[src/rtl/pix_pair_packer_if.sv]
// rtl/pix_pair_packer_if.sv - pixel-in / pair-out handshake bundle for pix_pair_packer
interface pix_pair_packer_if;
  logic [17:0] pixel_in;
  logic        pixel_valid;
  logic        line_start;
  logic        frame_start;
  logic        pair_ready;
  logic        pair_valid;
  logic [35:0] two_pixel_vals;
  logic [18:0] write_addr;
  logic        overflow;

  modport master (
    output pixel_in, pixel_valid, line_start, frame_start, pair_ready,
    input  pair_valid, two_pixel_vals, write_addr, overflow
  );

  modport slave (
    input  pixel_in, pixel_valid, line_start, frame_start, pair_ready,
    output pair_valid, two_pixel_vals, write_addr, overflow
  );
endinterface

[src/rtl/pix_pair_packer.sv]
// rtl/pix_pair_packer.sv - packs 18-bit pixels into addressed 36-bit pairs behind a small FIFO
// Optional drop_cnt output enabled by PACK_DROP_CNT_EN.
module pix_pair_packer #(
  parameter int H_PAIRS    = 320,
  parameter int V_LINES    = 480,
  parameter int FIFO_DEPTH = 4
) (
  input  logic              clk,
  input  logic              reset,
  pix_pair_packer_if.slave  bus
`ifdef PACK_DROP_CNT_EN
  ,
  output logic [15:0]       drop_cnt
`endif
);

  localparam int ADDR_W = 19;
  localparam int COL_W  = $clog2(H_PAIRS + 1);
  localparam int LINE_W = $clog2(V_LINES + 1);
  localparam int PTR_W  = (FIFO_DEPTH > 1) ? $clog2(FIFO_DEPTH) : 1;
  localparam int CNT_W  = PTR_W + 1;

  localparam logic [COL_W-1:0]  COL_MAX   = COL_W'(H_PAIRS);
  localparam logic [LINE_W-1:0] LINE_MAX  = LINE_W'(V_LINES);
  localparam logic [LINE_W-1:0] LINE_LAST = LINE_W'(V_LINES - 1);
  localparam logic [ADDR_W-1:0] LINE_STEP = ADDR_W'(H_PAIRS);
  localparam logic [CNT_W-1:0]  CNT_FULL  = CNT_W'(FIFO_DEPTH);

  // armed stays low after reset until a frame_start, so a mid-frame reset
  // cannot produce pairs with stale addressing
  logic              armed;
  logic              half_valid;
  logic [17:0]       half_pix;
  logic [COL_W-1:0]  col;
  logic [LINE_W-1:0] line;
  logic [ADDR_W-1:0] line_base;
  logic [ADDR_W-1:0] addr;
  logic              overflow_q;

  logic [35:0]       fifo_data [FIFO_DEPTH];
  logic [ADDR_W-1:0] fifo_addr [FIFO_DEPTH];
  logic [PTR_W-1:0]  wr_ptr;
  logic [PTR_W-1:0]  rd_ptr;
  logic [CNT_W-1:0]  count;

  logic accept;
  logic pair_done;
  logic pos_drop;
  logic push_req;
  logic push_ok;
  logic fifo_drop;
  logic any_drop;
  logic pop;
  logic full;

  always_comb begin
    accept    = 1'b0;
    pair_done = 1'b0;
    pos_drop  = 1'b0;
    push_req  = 1'b0;
    full      = (count == CNT_FULL);
    pop       = (count != '0) && bus.pair_ready;
    accept    = bus.pixel_valid && (bus.frame_start || armed);
    pair_done = accept && !bus.frame_start && !bus.line_start && half_valid;
    if (pair_done) begin
      if (col == COL_MAX || line == LINE_MAX) begin
        pos_drop = 1'b1;
      end else begin
        push_req = 1'b1;
      end
    end
    push_ok   = push_req && (!full || pop);
    fifo_drop = push_req && !push_ok;
    any_drop  = pos_drop || fifo_drop;
  end

  always_ff @(posedge clk or posedge reset) begin
    if (reset) begin
      armed      <= 1'b0;
      half_valid <= 1'b0;
      half_pix   <= '0;
      col        <= '0;
      line       <= '0;
      line_base  <= '0;
      addr       <= '0;
    end else if (accept) begin
      if (bus.frame_start) begin
        armed      <= 1'b1;
        half_valid <= 1'b1;
        half_pix   <= bus.pixel_in;
        col        <= '0;
        line       <= '0;
        line_base  <= '0;
        addr       <= '0;
      end else if (bus.line_start) begin
        half_valid <= 1'b1;
        half_pix   <= bus.pixel_in;
        col        <= '0;
        if (line == LINE_LAST) begin
          line <= LINE_MAX;
        end else if (line != LINE_MAX) begin
          line      <= line + 1'b1;
          line_base <= line_base + LINE_STEP;
          addr      <= line_base + LINE_STEP;
        end
      end else if (half_valid) begin
        half_valid <= 1'b0;
        // position advances even when the FIFO drops the pair
        if (col != COL_MAX && line != LINE_MAX) begin
          col  <= col + 1'b1;
          addr <= addr + 1'b1;
        end
      end else begin
        half_valid <= 1'b1;
        half_pix   <= bus.pixel_in;
      end
    end
  end

  always_ff @(posedge clk or posedge reset) begin
    if (reset) begin
      overflow_q <= 1'b0;
    end else if (accept && bus.frame_start) begin
      overflow_q <= 1'b0;
    end else if (any_drop) begin
      overflow_q <= 1'b1;
    end
  end

`ifdef PACK_DROP_CNT_EN
  always_ff @(posedge clk or posedge reset) begin
    if (reset) begin
      drop_cnt <= '0;
    end else if (accept && bus.frame_start) begin
      drop_cnt <= '0;
    end else if (any_drop && drop_cnt != 16'hFFFF) begin
      drop_cnt <= drop_cnt + 16'd1;
    end
  end
`endif

  always_ff @(posedge clk or posedge reset) begin
    if (reset) begin
      wr_ptr <= '0;
      rd_ptr <= '0;
      count  <= '0;
      for (int i = 0; i < FIFO_DEPTH; i++) begin
        fifo_data[i] <= '0;
        fifo_addr[i] <= '0;
      end
    end else begin
      if (push_ok) begin
        fifo_data[wr_ptr] <= {half_pix, bus.pixel_in};
        fifo_addr[wr_ptr] <= addr;
        wr_ptr            <= wr_ptr + 1'b1;
      end
      if (pop) begin
        rd_ptr <= rd_ptr + 1'b1;
      end
      case ({push_ok, pop})
        2'b10:   count <= count + 1'b1;
        2'b01:   count <= count - 1'b1;
        default: count <= count;
      endcase
    end
  end

  assign bus.pair_valid     = (count != '0);
  assign bus.two_pixel_vals = fifo_data[rd_ptr];
  assign bus.write_addr     = fifo_addr[rd_ptr];
  assign bus.overflow       = overflow_q;

endmodule

[src/flat_wrapper.sv]
// flat-port wrapper written by rule: the top's interface ports become plain ports
module pix_pair_packer_flat 
#(
  parameter int H_PAIRS    = 320,
  parameter int V_LINES    = 480,
  parameter int FIFO_DEPTH = 4
)
  (clk, reset, bus_pixel_in, bus_pixel_valid, bus_line_start, bus_frame_start, bus_pair_ready, bus_pair_valid, bus_two_pixel_vals, bus_write_addr, bus_overflow);
  pix_pair_packer_if bus_i ();
  input  logic clk;
  input  logic reset;
  input wire logic [$bits(bus_i.pixel_in)-1:0] bus_pixel_in;
  input wire logic [$bits(bus_i.pixel_valid)-1:0] bus_pixel_valid;
  input wire logic [$bits(bus_i.line_start)-1:0] bus_line_start;
  input wire logic [$bits(bus_i.frame_start)-1:0] bus_frame_start;
  input wire logic [$bits(bus_i.pair_ready)-1:0] bus_pair_ready;
  output wire logic [$bits(bus_i.pair_valid)-1:0] bus_pair_valid;
  output wire logic [$bits(bus_i.two_pixel_vals)-1:0] bus_two_pixel_vals;
  output wire logic [$bits(bus_i.write_addr)-1:0] bus_write_addr;
  output wire logic [$bits(bus_i.overflow)-1:0] bus_overflow;
  assign bus_i.pixel_in = bus_pixel_in;
  assign bus_i.pixel_valid = bus_pixel_valid;
  assign bus_i.line_start = bus_line_start;
  assign bus_i.frame_start = bus_frame_start;
  assign bus_i.pair_ready = bus_pair_ready;
  assign bus_pair_valid = bus_i.pair_valid;
  assign bus_two_pixel_vals = bus_i.two_pixel_vals;
  assign bus_write_addr = bus_i.write_addr;
  assign bus_overflow = bus_i.overflow;
  pix_pair_packer #(.H_PAIRS(H_PAIRS), .V_LINES(V_LINES), .FIFO_DEPTH(FIFO_DEPTH)) u_core (.clk(clk), .reset(reset), .bus(bus_i));
endmodule
[config.mk]
export PLATFORM = sky130hd
export DESIGN_NAME = pix_pair_packer_flat
export DESIGN_NICKNAME = d
export VERILOG_FILES = /design/src/rtl/pix_pair_packer_if.sv /design/src/rtl/pix_pair_packer.sv /design/src/flat_wrapper.sv
export SDC_FILE = /design/constraint.sdc
export NUM_CORES = 1
export LEC_CHECK = 0
export ABC_AREA = 1
export BUFFER_PORTS_ARGS = -buffer_cell sky130_fd_sc_hd__buf_4
export CORE_MARGIN = 4
export CORE_UTILIZATION = 50
export CTS_BUF_LIST = sky130_fd_sc_hd__clkbuf_4 sky130_fd_sc_hd__clkbuf_8
export DETAILED_ROUTE_END_ITERATION = 8
export GPL_TIMING_DRIVEN = 0
export HOLD_SLACK_MARGIN = 0.15
export PLACE_DENSITY = 0.67
export SLEW_MARGIN = 20
export SYNTH_ARGS = -nofsm -noshare
export SYNTH_HDL_FRONTEND = slang
export SYNTH_SLANG_ARGS = --single-unit
[constraint.sdc]
create_clock -name clk -period 9.62 [get_ports clk]
set_clock_uncertainty 0.15 [all_clocks]
set_input_delay 0 -clock clk [delete_from_list [all_inputs] [get_ports clk]]
set_output_delay 0 -clock clk [all_outputs]
set_load 0.01 [all_outputs]
Yosys cells after proc, flatten, opt, wreduce, memory -nomap -nowiden. Index checks and enable logic that the tools add are counted.

Flip-flop bits (word level): 304. Bits of input ports: 24. Output and inout port bits: 57. Logic and storage cells: 117.

Add/subtract/negate cells: 8. Order comparisons: 3. Eq/ne operators: 12. Multiplexer cells: 41. Bitwise logic cells: 2. Reductions and logical operators: 32.

Operators by type and width (number): $mux W19 (11); $bwmux W144 (1); $mux W36 (3); $bwmux W76 (1); $bmux W36 S2 (1); $demux W36 S2 (1); $mux W9 (8); $mux W18 (3); $bmux W19 S2 (1); $demux W19 S2 (1); $eq A9 B9 Y1 const B (3); $add A19 B1 Y19 const B (1); $add A19 B9 Y19 const B (1); $add A9 B1 Y9 const B (2); $ne A9 B9 Y1 const B (2); $reduce_bool A3 Y1 (4); $logic_and A1 B1 Y1 (10); $mux W1 (9); $reduce_bool A2 Y1 (4); $ge A3 B3 Y1 const B (2); $ne A3 B3 Y1 const B (2); $not A2 Y3 (2); $pmux W3 S2 (1); $reduce_and A3 Y1 (2); other kinds (14) (22).

Longest topological paths before layout. Gate-level depths: netlist of the first run.

Depth after elaboration: 12. Gate-level depth with buffers: 16. Depth with buffers taken out: 14.

Worst setup path before layout of the first run. Ideal clock, no wire load.

Kind: reg-to-reg. From: reg u_core.line[0]. To: reg u_core.count[2]. Library setup time: 0.131 ns. Arrival: 2.294 ns. Required time: 9.339 ns. Slack: 7.045 ns. Cell stages (with the launch flop): 17. Buffers on the path: 2. Clock period less this slack: 2.575 ns. Cells stage by stage: dfrtp_1 inv_1 ha_1 nand2_1 nor2_1 nand2_1 nand3_2 nor3_2 buf_4 buf_2 inv_1 ha_1 inv_1 fa_1 a21oi_1 o21ai_0 xor2_1.

Longest elaborated chain between the ends: 7. Elaborated cells on any way between the ends: 9. Classes of those cells: eq/ne: 3; mux: 3; reduce/logical: 3.

Ends and longest elaborated chain: start: declaration (RTL line pix_pair_packer.sv:35) `logic [LINE_W-1:0] line;`; start signal: assignment (RTL line pix_pair_packer.sv:102) `line <= line + 1'b1;`; $eq A9 B9 Y1 (*) (RTL line pix_pair_packer.sv:66) `if (col == COL_MAX || line == LINE_MAX) begin`; $logic_or A1 B1 Y1 (*) (RTL line pix_pair_packer.sv:66); $mux W1 (*) (RTL line pix_pair_packer.sv:66); $mux W1 (*) (RTL line pix_pair_packer.sv:65) `if (pair_done) begin`; $logic_and A1 B1 Y1 (*) (RTL line pix_pair_packer.sv:72) `push_ok = push_req && (!full || pop);`; $eq A2 B1 Y1 or $eq A2 B2 Y1 (tied branches) (RTL line pix_pair_packer.sv:160) `case ({push_ok, pop})`; $pmux W3 S2 or $reduce_bool A2 Y1 (tied branches); end signal: assignment (RTL line pix_pair_packer.sv:161) `2'b10: count <= count + 1'b1;`; end signal: assignment (RTL line pix_pair_packer.sv:162) `2'b01: count <= count - 1'b1;`; end signal: assignment (RTL line pix_pair_packer.sv:163) `default: count <= count;`; end: declaration (RTL line pix_pair_packer.sv:44) `logic [CNT_W-1:0] count;`.

Mark *: on every way between the ends. The rest lies on a longest branch, timed or not. A chain may end at the register's enable or synchronous reset.

Worst setup path in the final report of the first run.
From: in bus_frame_start. To: reg u_core.count[1].

Longest elaborated chain between the ends: 9. Elaborated cells on any way between the ends: 12. Classes of those cells: eq/ne: 2; mux: 2; reduce/logical: 8.

Ends and longest elaborated chain: start: declaration (RTL line flat_wrapper.sv:15) `input wire logic [$bits(bus_i.frame_start)-1:0] bus_frame_start;`; $logic_or A1 B1 Y1 (RTL line pix_pair_packer.sv:63) `accept = bus.pixel_valid && (bus.frame_start || armed);`; $logic_and A1 B1 Y1 (RTL line pix_pair_packer.sv:63); $logic_and A1 B1 Y1 (*) (3 in a row) (RTL line pix_pair_packer.sv:64) `pair_done = accept && !bus.frame_start && !bus.line_start && half_valid;`; $mux W1 (*) (RTL line pix_pair_packer.sv:65); $logic_and A1 B1 Y1 (*) (RTL line pix_pair_packer.sv:72); $eq A2 B1 Y1 or $eq A2 B2 Y1 (tied branches) (RTL line pix_pair_packer.sv:160); $pmux W3 S2 or $reduce_bool A2 Y1 (tied branches).

Marks and branches as above.

==> metrics.md, run 1 <==
| Metric | Value |
|---|---|
| Status | `complete, no violations` |
| Count of cell types in the netlist | `39` |
| CP startpoint kind | `primary input` |
| Initial antenna violation count | `0` |
| DR WL/cell | `around 18 um` |
| Std-Cell Rows | `62` |
| Grt met1 use | `0.3822` |
| Total grt overflow | `0` |
| Final Util | `0.6011` |
| Pins Over Slew Limit | `0` |
| DRC viols | `0` |
| Synthesized flop and latch total | `298` |
| Critical path required time | `9.96 ns` |
| WL final | `43.83 mm` |
| CTS Buf Count | `51` |
| Port Buffers | `79` |
| CP max FO | `10` |
| Static leakage | `8.722 nW` |
| IO Count | `81` |
| Diodes inserted | `0` |
| Core ar. | `28630 um^2` |
| Cell area after layout | `17210 um^2` |
| CTS tree | `yes` |
| Synth Area in Compound Gates | `0.08595` |
| Overall power | `5.064 mW` |
| Synth warn | `0` |
| Gr busiest metal | `met2` |
| DRT antenna net count | `0` |
| Area Overhead vs Synth | `18.78%` |
| Top cell type's share of synthesized area | `0.5148` |
| Worst slack at placement | `about 6.7 ns` |
| Die W | `around 180 um` |
| Synth top area cells | `dfrtp_1 (51%), nand2_1 (15%), nand3_1 (9.4%), o21ai_0 (5.1%), nor2_1 (4.2%)` |
| DRT Pass-1 Iters | `6` |
| CP max-delay cell | `dlygate4sd3_1` |
| CTS H-tree lvls | `2` |
| Max_cap viols | `0` |
| CTS Buffer Depth | `3` |
| Comb pwr share | `0.385` |
| Min cycle time layout | `3.475 ns` |
| Hold WC Path Type | `in2reg` |
| Fillers | `2611` |
| Most frequent cells in the layout | `nand2_1 (590), dfrtp_1 (298), nand3_1 (273), nor2_1 (162), o21ai_0 (148)` |
| Top_reg_cell synth | `dfrtp_1` |
| Worst EP arrival | `3.81 ns` |
| Mux cell area share after synthesis | `0.01399` |
| Clock power frac | `0.240` |
| XOR/XNOR Fraction of Synth Area | `0.007256` |
| Final Setup Violations | `0` |
| Asr flop ratio synth | `1.000` |
| VDD IR-drop max | `132.1 uV` |
| Clock Pin Slew Worst Setup and Hold Paths | `roughly 0.060 ns` |
| GR Util met2 | `0.4511` |
| Vias post-DR | `13.53k` |
| Drt via density | `5.539` |
| Clock root cell | `clkbuf_8` |
| Die height | `178.2 um` |
| Sequential share of power | `0.374` |
| Clock Latency Late Sink | `between 0.5 and 0.6 ns` |
| Pwr per Cell Area | `294.3 nW/um^2` |
| P_int | `between 3 and 4 mW` |
| First-pass GRT wire length | `around 70 mm` |
| Sequential fraction of the synthesis area | `0.5148` |
| Post-Synth Simple-Gate Area | `0.3092` |
| Synth Area in Adders | `0.01088` |
| Critical-path cell list | `dlygate4sd3_1 -> buf_4 -> nor2_8 -> dlygate4sd3_1 -> inv_2 -> nor3_2 -> buf_4 -> buf_2 -> inv_1 -> ha_1 -> inv_1 -> fa_1 -> o21ai_0` |
| Syn_nets | `1875` |
| Synth area leader | `dfrtp_1` |
| Placed Instance Area | `15650 um^2` |
| Flop-to-flop setup slack | `6.30 ns` |
| Final period utilization | `0.3612` |
| Starting DRT DRC Count | `1217` |
| WHS | `0.1695 ns` |
| Slew @ Worst Pin | `between 0.8 and 0.9 ns` |
| Starting Density | `0.5060` |
| Relative slew slack | `0.4648` |
| Post-synth EDFFs | `0` |
| Fmax | `287.8 MHz` |
| Cells after synthesis | `1839` |
| Pin count of the biggest net entering global routing | `90` |
| Overall die area | `31760 um^2` |
| Global-route usage over all layers | `0.2764` |
| Endpoint class of the critical path | `register` |
| Setup ws final | `between 6 and 7 ns` |
| Final Hold Fails | `0` |
| CP Class | `in2reg` |
| M3 GR Usage | `0.04154` |
| Switch Pwr | `2.014 mW` |
| Vias in the first global route | `12.94k` |
| Layout cells sized above 1 | `0.1292` |
| # clock sinks | `298` |
| Switching Share | `0.3976` |
| RSZ-0062 raised after global routing | `no` |
| Largest family of logic cells by synthesized area | `simple AND/OR/NAND/NOR gates` |
| Commonest non-fill, non-tap cell in the layout | `nand2_1` |
| Slowest stage delay, CP | `0.90 ns` |
| Post-DP HPWL | `between 30 and 40 mm` |
| Syn avg cell area | `7.877 um^2` |
| Nets | `2056` |
| GPL Wtd Cong | `0.8786` |
| Post-Synthesis Cell Area | `14490 um^2` |
==> power groups by stage <==
stage,Sequential [mW],Combinational (mW),Clock [mW]
global placement,1.89,1.89,0
global route,1.93,2.16,1.29
finish,1.90,1.95,1.22
floorplan,1.83,1.17,0
CTS,1.88,1.94,1.23
detailed placement,1.90,1.93,0
==> routing by layer <==
metal	share of wire	vias up
li1	-	6395
met1	0.42	6520
met2	0.48	532
met3	0.073	84
met4	0.026	0
met5	0	-
==> through the flow <==
stage	cells	setup TNS, ns
global placement	2302	-706.29
global route	2443	0
floorplan	1839	0
detailed placement	2305	0
finish	2443	0
CTS	2443	0
==> state kept, by name, summed over array words and instances (netlist names), 2 cells and up <==
name,count
u_core.fifo_addr,76
u_core.wr_ptr,2
u_core.col,9
u_core.fifo_data,144
u_core.addr,19
u_core.half_pix,18
u_core.rd_ptr,2
u_core.line_base,13
u_core.count,3
u_core.line,9
==> worst paths after layout <==
| check | start | endpoint | depth (start not counted) |
|---|---|---|---|
| worst max-delay path | bus_frame_start | u_core.count[1]$_DFFE_PP0P_ | 13 |
| worst min-delay path | bus_pixel_in[16] | u_core.fifo_data[88]$_DFFE_PP0P_ | 4 |
| worst max register to register | u_core.armed$_DFFE_PP0P_ | u_core.count[1]$_DFFE_PP0P_ | 12 |
| worst min register to register | u_core.fifo_data[106]$_DFFE_PP0P_ | u_core.fifo_data[106]$_DFFE_PP0P_ | 2 |
| max in group asynchronous | reset | u_core.line_base[7]$_DFFE_PP0P_ | 6 |
| min in group asynchronous | reset | u_core.fifo_data[67]$_DFFE_PP0P_ | 4 |
==> final cells by class <==
class                   instances  area (um^2)  share of cell area
clock inverters                 8        40.04            0.002327
inverters                      73        281.5             0.01636
flip-flops and latches        298         7457              0.4334
repair buffers                128         1136             0.06603
plain buffers                 128        564.3             0.03280
well taps                     384        480.5             0.02793
multi-input cells            1340         6190              0.3598
clock buffers                  84         1056             0.06138
==> worst max-delay path: cells and delay by family <==
family          cells  cell delay (ns)
compound gates      1             0.16
fa+ha+maj           2             0.59
simple gates        2             0.48
buf+inv             8             2.57
==> logic make-up after synthesis <==
group           count (synthesis)
simple gates                 1069
flops                         298
compound gates                229
buf+inv                       201
mux                            18
xor+xnor                       12
fa+ha+maj                      12
==> synthesized netlist by cell type (11+ instances only) <==
master      n
a21oi_1    12
buf_2      48
clkbuf_1   72
dfrtp_1   298
ha_1       11
inv_1      69
mux2_2     18
nand2_1   590
nand3_1   273
nor2_1    162
nor3_1     13
o21ai_0   148
o22ai_1    55
==> what timing repair did <==
item	4_1_cts	5_1_grt
hold buffers	46	0
buffers inserted	0	0
gates resized for setup	0	0
hold endpoints to repair	301	0
No activity file was read; power rests on OpenSTA's default activity.
==> run 2, diff against run 1 <==
Settings changed: ABC_AREA 1 to 0, PLACE_DENSITY 0.67 to 0.7.
Clock period 9.62 ns to 3 ns, I/O delays scaled along.
==> run 2 against run 1 <==
Net effect:
- sequential power grew to 3.2 times the previous value
- clock power increased to 3.1 times the previous value
- via count shrank 33%
- first-iteration DRC count shrank 58%
- total power increased to 2.9 times the previous value
- highest routed layer unchanged
==> metrics.md, run 2 <==
| Metric | Value |
|---|---|
| Status | `complete, no violations` |
| Setup TNS | `0 ns (unchanged)` |
| Gr busiest metal | `met2` |
| Clock power frac | `0.259 (+0.019)` |
| Sequential fraction of the synthesis area | `0.5286 (+0.01384)` |
| CTS H-tree lvls | `2 (unchanged)` |
| Count of cell types in the netlist | `70 (+79%)` |
| Diodes inserted | `0 (unchanged)` |
| Count leader, synth | `dfrtp_1` |
| DR WL/cell | `19.97 um (+11%)` |
| Most frequent cells in the layout | `dfrtp_1 (298), mux2_2 (190), buf_4 (84), clkbuf_8 (62), mux4_2 (55)` |
| Fillers | `2187 (-16%)` |
| Area Overhead vs Synth | `20.46%` |
| Static leakage | `7.826 nW (-10%)` |
| Post-Synth Simple-Gate Area | `0.05446 (-0.2548)` |
| WL final | `31.72 mm (-28%)` |
| Clock Pin Slew Worst Setup and Hold Paths | `0.06 ns (about the same)` |
| CTS tree | `yes` |
| Comb pwr share | `0.333 (-0.052)` |
| Slew @ Worst Pin | `0.9680 ns (+0.1652 ns)` |
| Max reg flops | `144 (unchanged)` |
| Pins Over Slew Limit | `0 (unchanged)` |
| Post-synth EDFFs | `0 (unchanged)` |
| P_int | `10.31 mW (+240%)` |
| Relative slew slack | `0.3497 (-0.1151)` |
| RSZ-0062 raised after global routing | `yes` |
| Critical path required time | `3.34 ns (-6.62 ns)` |
| Fmax | `between 300 and 400 MHz` |
| Synth Area in Adders | `0.01118 (+0.0002925)` |
| Synthesized flop and latch total | `298 (unchanged)` |
| List of most frequent post-synthesis cells | `dfrtp_1 (298), mux2_2 (190), mux4_2 (55), mux2_4 (50), inv_1 (27)` |
| CTS Buffer Depth | `3 (unchanged)` |
| Syn avg cell area | `14.34 um^2 (+82%)` |
| Synth Area in Compound Gates | `0.06386 (-0.02208)` |
| IO Count | `81 (unchanged)` |
| Core ar. | `27780 um^2 (-2.9%)` |
| Clock Latency Late Sink | `0.58 ns (about the same)` |
| Global-route usage over all layers | `0.2088 (-0.06755)` |
| Port Buffers | `80 (+1.3%)` |
| Die W | `176.0 um (-1.3%)` |
| Switching Share | `0.2962 (-0.1014)` |
| Pin count of the biggest net entering global routing | `35 (-61%)` |
| Post-DP HPWL | `21.12 mm (-30%)` |
| Die height | `176.0 um (-1.3%)` |
| Hold WC Path Type | `in2reg` |
| Total grt overflow | `0 (unchanged)` |
| Multi-input logic area | `6197 um^2 (+0.12%)` |
| Cells after synthesis | `984 (-46%)` |
| XOR/XNOR Fraction of Synth Area | `0.01118 (+0.003920)` |
| Grt met1 use | `0.2924 (-0.08978)` |
| Syn_nets | `1020 (-46%)` |
| Most used cell, CP | `xor2_1` |
| Worst EP arrival | `3.16 ns (-0.65 ns)` |
| Layout cells sized above 1 | `0.4405 (+0.3113)` |
| Vias in the first global route | `9633 (-26%)` |
| VDD IR-drop max | `366.2 uV (+180%)` |
| CP max-delay cell | `dfrtp_1` |
| Final Hold Fails | `0 (unchanged)` |
| Min cycle time layout | `about 2.8 ns` |
| M3 GR Usage | `0.03362 (-0.007924)` |
| CP delay by family, top | `simple AND/OR/NAND/NOR gates` |
| Top cell type's share of synthesized area | `0.5286 (+0.01384)` |
| Std-Cell Rows | `61 (-1.6%)` |
| Largest family of logic cells by synthesized area | `multiplexers` |
| WHS | `0.1937 ns (+0.02418 ns)` |
| CP startpoint kind | `register` |
| Commonest non-fill, non-tap cell in the layout | `dfrtp_1` |
| # clock sinks | `298 (unchanged)` |
| CTS Buf Count | `50 (-2.0%)` |
| Largest regs | `u_core.fifo_data (144), u_core.fifo_addr (76), u_core.addr (19)` |
| Synth warn | `0 (unchanged)` |
| DRC viols | `0 (unchanged)` |
| Endpoint class of the critical path | `register` |
| Most flops, register | `u_core.fifo_data` |
| GPL Wtd Cong | `0.7902 (-10%)` |
| Drt via density | `5.691 (+2.8%)` |
| Final period utilization | `0.9375` |
| Pwr per Cell Area | `862.0 nW/um^2 (+190%)` |
| CP Class | `reg2reg` |
| Post-Synthesis Cell Area | `14110 um^2 (-2.6%)` |
| Initial antenna violation count | `0 (unchanged)` |
| Nets | `1209 (-41%)` |
| Asr flop ratio synth | `1.000 (unchanged)` |
| Vias post-DR | `9038 (-33%)` |
| Synth area leader | `dfrtp_1` |
| Critical-path cell list | `or2_1 -> nor4_4 -> nor3_4 -> buf_4 -> nand2_1 -> ha_1 -> inv_1 -> fa_1 -> xor2_1 -> nor2_1 -> xor2_1` |
| Switch Pwr | `4.339 mW (+120%)` |
| DRT Pass-1 Iters | `4 (-2)` |
| Final Setup Violations | `0 (unchanged)` |
| First-pass GRT wire length | `52.01 mm (-26%)` |
| CP Buf/Inv Count | `2 (-6)` |
| Starting DRT DRC Count | `506 (-58%)` |
| GR Util met2 | `0.3429 (-0.1082)` |
| Sequential share of power | `0.409 (+0.035)` |
| Max_cap viols | `0 (unchanged)` |
| Mux cell area share after synthesis | `0.2956 (+0.2816)` |
| DRT antenna net count | `0 (unchanged)` |
| FF+latch area | `7457 um^2 (unchanged)` |
| Starting Density | `0.5077 (+0.001714)` |
| Overall die area | `30960 um^2 (-2.5%)` |
| Synth top area cells | `dfrtp_1 (53%), mux2_2 (15%), mux4_2 (8.8%), mux2_4 (5.3%), buf_6 (1.1%)` |
| Slowest stage delay, CP | `0.46 ns (-0.44 ns)` |
| Top_reg_cell synth | `dfrtp_1` |
| Clock root cell | `clkbuf_8` |
| CP max FO | `10 (unchanged)` |
[run 2: changes by cell type after synthesis, sizes merged, moves of 9 or more]
cell / before / now
nand3: 274 / 25
clkbuf: 73 / 23
mux2: 18 / 241
o211ai: 2 / 13
a21oi: 13 / 24
inv: 72 / 27
a31oi: 0 / 9
nor2: 165 / 27
buf: 55 / 44
o21ai: 158 / 20
nand2: 596 / 24
o31ai: 0 / 14
mux4: 0 / 55
o22ai: 55 / 0
[run 2: final timing paths]
kind	start	endpoint	slack [ns]	depth (start not counted)
min in group asynchronous	reset	u_core.fifo_data[41]$_DFFE_PP0P_	0.36	4
max	u_core.line[3]$_DFFE_PP0P_	u_core.count[2]$_DFFE_PP0P_	0.19	11
max reg2reg	u_core.line[3]$_DFFE_PP0P_	u_core.count[2]$_DFFE_PP0P_	0.19	11
min reg2reg	u_core.count[2]$_DFFE_PP0P_	u_core.count[2]$_DFFE_PP0P_	0.33	1
max in group asynchronous	reset	u_core.half_pix[12]$_DFFE_PP0P_	1.05	9
min	bus_line_start	u_core.addr[1]$_DFFE_PP0P_	0.19	5
[run 2: repair_timing]
action,CTS,global route
gates resized for setup,2,6
hold buffers,45,0
pin swaps,0,1
endpoints found under the hold margin,398,0
buffers inserted,0,1
setup endpoints to repair,22,3
[run 2: worst register-to-register path, cell delays in order, from the launching register on]
cell and delay, ns:
dfrtp_1 0.46, or2_1 0.30, nor4_4 0.36, nor3_4 0.06
buf_4 0.19, nand2_1 0.15, ha_1 0.21, inv_1 0.06
fa_1 0.37, xor2_1 0.15, nor2_1 0.11, xor2_1 0.16
[run 2: cell type report]
| cell class | instances | area share |
|---|---|---|
| well taps | 378 | 0.02783 |
| multi-input cells | 592 | 0.3647 |
| plain buffers | 67 | 0.02327 |
| repair buffers | 137 | 0.07614 |
| flip-flops and latches | 298 | 0.4388 |
| inverters | 27 | 0.006185 |
| clock inverters | 12 | 0.006185 |
| clock buffers | 77 | 0.05684 |
[run 2: metrics by stage]
step | cell area (um^2) | std cells | setup slack, ns | power (mW) | util
final | 16990 | 1588 | 0.1876 | 14.65 | 0.6116
after detailed placement | 15420 | 1453 | -0.02736 | 10.90 | 0.5552
after CTS | 16950 | 1587 | 0.06706 | 14.79 | 0.6103
after floorplan | 14110 | 984 | -1.109 | 9.122 | -
after global routing | 16990 | 1588 | -0.02193 | 15.47 | 0.6116
after global placement | 15180 | 1442 | -2.921 | 10.71 | 0.5465
[run 2: logic make-up after synthesis]
kind of cell	Yosys count
multiplexers	299
flip-flops	298
AND/OR/NAND/NOR	138
AO/OA/AOI/OAI	125
buffers and inverters	94
XOR/XNOR	18
adder cells (fa/ha/maj)	12
[run 2: metal layers]
layer / share of wire / vias up
met5: 0 / -
met4: 0.018 / 0
met3: 0.037 / 51
met2: 0.49 / 185
met1: 0.45 / 4730
li1: - / 4072
[run 2: power by group through the flow]
stage | clock [mW] | combinational (mW) | sequential, mW
6_report | 3.79 | 4.87 | 5.99
5_1_grt | 4.09 | 5.25 | 6.12
4_1_cts | 3.88 | 4.94 | 5.97
3_5_place_dp | 0 | 4.87 | 6.02
3_3_place_gp | 0 | 4.75 | 5.96
2_1_floorplan | 0 | 3.35 | 5.77
==> run 3, diff against run 2 <==
Settings changed: PLACE_DENSITY 0.7 to 0.69.
Clock period 3 ns to 3.51 ns, I/O delays scaled along.
==> run 3 against run 2 <==
Net effect:
- maximum frequency is 8.2% lower
- count of clock-buffer cells in the layout grew 4
- global-route usage is 0.71 points lower
- first-iteration DRC count rose by 5.1%
- non-clock buffer count is 2 lower
- final cell count decreased by 0.44%
- register-to-register slack better by 0.26 ns
- die area is the same
- worst setup slack improved by 0.26 ns
- critical path type unchanged
- largest power group unchanged
==> metrics.md, run 3 (same netlist as run 2, synthesis figures left out) <==
| Metric | Value |
|---|---|
| Slew @ Worst Pin | `0.9046 ns (-0.06344 ns)` |
| R2r worst-path depth | `11 (unchanged)` |
| Hold WC Path Type | `in2reg` |
| Starting Density | `0.5077 (unchanged)` |
| Global-route usage over all layers | `0.2017 (-0.007112)` |
| Final std cells w/o fill | `1581 (-0.44%)` |
| Hold path cells | `5 (unchanged)` |
| IO Count | `81 (unchanged)` |
| CTS H-tree lvls | `2 (unchanged)` |
| Vias in the first global route | `9317 (-3.3%)` |
| DRT antenna net count | `0 (unchanged)` |
| Cell area after layout | `16850 um^2 (-0.81%)` |
| Initial antenna violation count | `0 (unchanged)` |
| Static leakage | `7.762 nW (-0.81%)` |
| WHS | `0.1969 ns (+0.003220 ns)` |
| Top layer used by detailed routing | `met4` |
| GPL Wtd Cong | `0.7907 (about the same)` |
| RSZ-0062 raised after global routing | `no` |
| First-pass GRT wire length | `50.56 mm (-2.8%)` |
| Max reg flops | `144 (unchanged)` |
| Diodes inserted | `0 (unchanged)` |
| Max_cap viols | `0 (unchanged)` |
| Area Overhead vs Synth | `19.49%` |
| Routed met2 length | `14.84 mm (-5.4%)` |
| Fmax | `326.5 MHz (-8.2%)` |
| WL final | `30.83 mm (-2.8%)` |
| Nets | `1206 (-0.25%)` |
| Critical path required time | `3.85 ns (+0.51 ns)` |
| Total grt overflow | `0 (unchanged)` |
| # clock sinks | `298 (unchanged)` |
| Die height | `176.0 um (unchanged)` |
| Layout cells sized above 1 | `0.4339 (-0.006581)` |
| Std-Cell Rows | `61 (unchanged)` |
| Port Buffers | `80 (unchanged)` |
| Endpoint class of the critical path | `register` |
| Min-Delay Endpoint | `u_core.addr[1]$_DFFE_PP0P_` |
| CP max FO | `10 (unchanged)` |
| Post-DP HPWL | `20.87 mm (-1.2%)` |
| Most flops, register | `u_core.fifo_data` |
| Most frequent cells in the layout | `dfrtp_1 (298), mux2_2 (190), buf_4 (83), clkbuf_8 (61), mux4_2 (55)` |
| Commonest non-fill, non-tap cell in the layout | `dfrtp_1` |
| Post-CTS sizing | `0 (-2)` |
| Met3 WL | `1.173 mm (about the same)` |
| Clock Latency Late Sink | `0.57 ns (about the same)` |
| Placed Cells | `1452 (-0.069%)` |
| CTS tree | `yes` |
| Status | `complete, no violations` |
| Setup TNS | `0 ns (unchanged)` |
| Min cycle time layout | `3.063 ns (+0.2509 ns)` |
| Relative slew slack | `0.3923 (+0.04262)` |
| Clock root cell | `clkbuf_8` |
| Clock Pin Slew Worst Setup and Hold Paths | `0.06 ns (about the same)` |
| Overall die area | `30960 um^2 (unchanged)` |
| CTS Buf Count | `49 (-2.0%)` |
| Die W | `176.0 um (unchanged)` |
| Pwr per Cell Area | `732.5 nW/um^2 (-15%)` |
| Vias post-DR | `8880 (-1.7%)` |
| Core ar. | `27780 um^2 (unchanged)` |
| Met1 WL | `14.24 mm (-0.27%)` |
| Pins Over Slew Limit | `0 (unchanged)` |
| DRT Pass-1 Iters | `5 (+1)` |
| DRC viols | `0 (unchanged)` |
| Worst flop-to-flop path endpoint | `u_core.count[2]$_DFFE_PP0P_` |
| CTS Buffer Depth | `3 (unchanged)` |
| CP startpoint kind | `register` |
| Final Setup Violations | `0 (unchanged)` |
| Hold wc startpoint | `bus_line_start` |
| Start of the worst register-to-register path | `u_core.line[3]$_DFFE_PP0P_` |
| Largest regs | `u_core.fifo_data (144), u_core.fifo_addr (76), u_core.addr (19)` |
| Flop-to-flop setup slack | `0.45 ns (+0.26 ns)` |
| Final Hold Fails | `0 (unchanged)` |
| VDD IR-drop max | `318.5 uV (-13%)` |
| Worst EP arrival | `3.40 ns (+0.24 ns)` |
| Starting DRT DRC Count | `532 (+5.1%)` |
| Pin count of the biggest net entering global routing | `34 (-2.9%)` |
| CP Class | `reg2reg` |
| Placed Instance Area | `15380 um^2 (-0.27%)` |
| DR WL/cell | `19.50 um (-2.4%)` |
| Drt via density | `5.617 (-1.3%)` |
| Final period utilization | `0.8727 (-0.06474)` |
## run 3: changes by cell type in the layout (fill, tap and decap cells not counted), moves of 2 or more
cell / change
buf_16: -2
clkbuf_4: +5
clkinv_2: -7
nor4_1: +2
nor4_4: -2
## run 3: report_power, final
group	leakage (nW)	switching, mW	internal [mW]	total [mW]
sequential	3.86	0.595	4.50	5.10
combinational	3.36	1.68	2.47	4.14
clock	0.545	1.33	1.77	3.10
## run 3: final cells by class
class | instances | area [um^2]
clock inverter | 3 | 25.02
fill | 2177 | 10930
sequential | 298 | 7457
tap | 378 | 473.0
multi-input combinational | 592 | 6161
timing repair buffer | 135 | 1251
buffer | 67 | 392.9
inverter | 27 | 105.1
clock buffer | 81 | 989.7
## run 3: what timing repair did
action                                 4_1_cts  5_1_grt
setup buffers                                0        0
setup endpoints to repair                    0        0
hold buffers                                45        0
endpoints found under the hold margin      454        0
## run 3: worst max-delay path by stage
stage / depth (start not counted) / startpoint / slack [ns] / to
finish: 11 / u_core.line[3]$_DFFE_PP0P_ / 0.45 / u_core.count[2]$_DFFE_PP0P_
global route: 13 / u_core.line[0]$_DFFE_PP0P_ / 0.25 / u_core.count[2]$_DFFE_PP0P_
CTS: 4 / u_core.rd_ptr[0]$_DFFE_PP0P_ / 0.40 / bus_two_pixel_vals[11]
detailed placement: 11 / u_core.line[3]$_DFFE_PP0P_ / 0.49 / u_core.count[2]$_DFFE_PP0P_
global placement: 2 / reset / -2.46 / u_core.col[2]$_DFFE_PP0P_
floorplan: 1 / reset / -0.60 / u_core.addr[0]$_DFFE_PP0P_
## run 3: worst max-delay path, stage by stage (launching register included)
cell,delay (ns)
dfrtp_1,0.46
or2_1,0.28
nor4_1,0.52
nor3_2,0.16
buf_4,0.23
nand2_1,0.15
ha_1,0.21
inv_1,0.06
fa_1,0.37
xor2_1,0.15
nor2_1,0.11
xor2_1,0.15
## run 3: metal layers
| metal | GRT usage | vias to the layer above |
|---|---|---|
| li1 | - | 4062 |
| met1 | 0.2871 | 4581 |
| met2 | 0.3282 | 186 |
| met3 | 0.03212 | 51 |
| met4 | 0.05296 | 0 |
| met5 | 0 | - |
## run 3: stage by stage
step | setup slack (ns) | power, mW | utilization
finish | 0.4468 | 12.35 | 0.6067
CTS | 0.3957 | 12.49 | 0.6065
global route | 0.2543 | 13.03 | 0.6067
floorplan | -0.5991 | 7.797 | -
global placement | -2.459 | 9.154 | 0.5465
detailed placement | 0.4908 | 9.294 | 0.5537
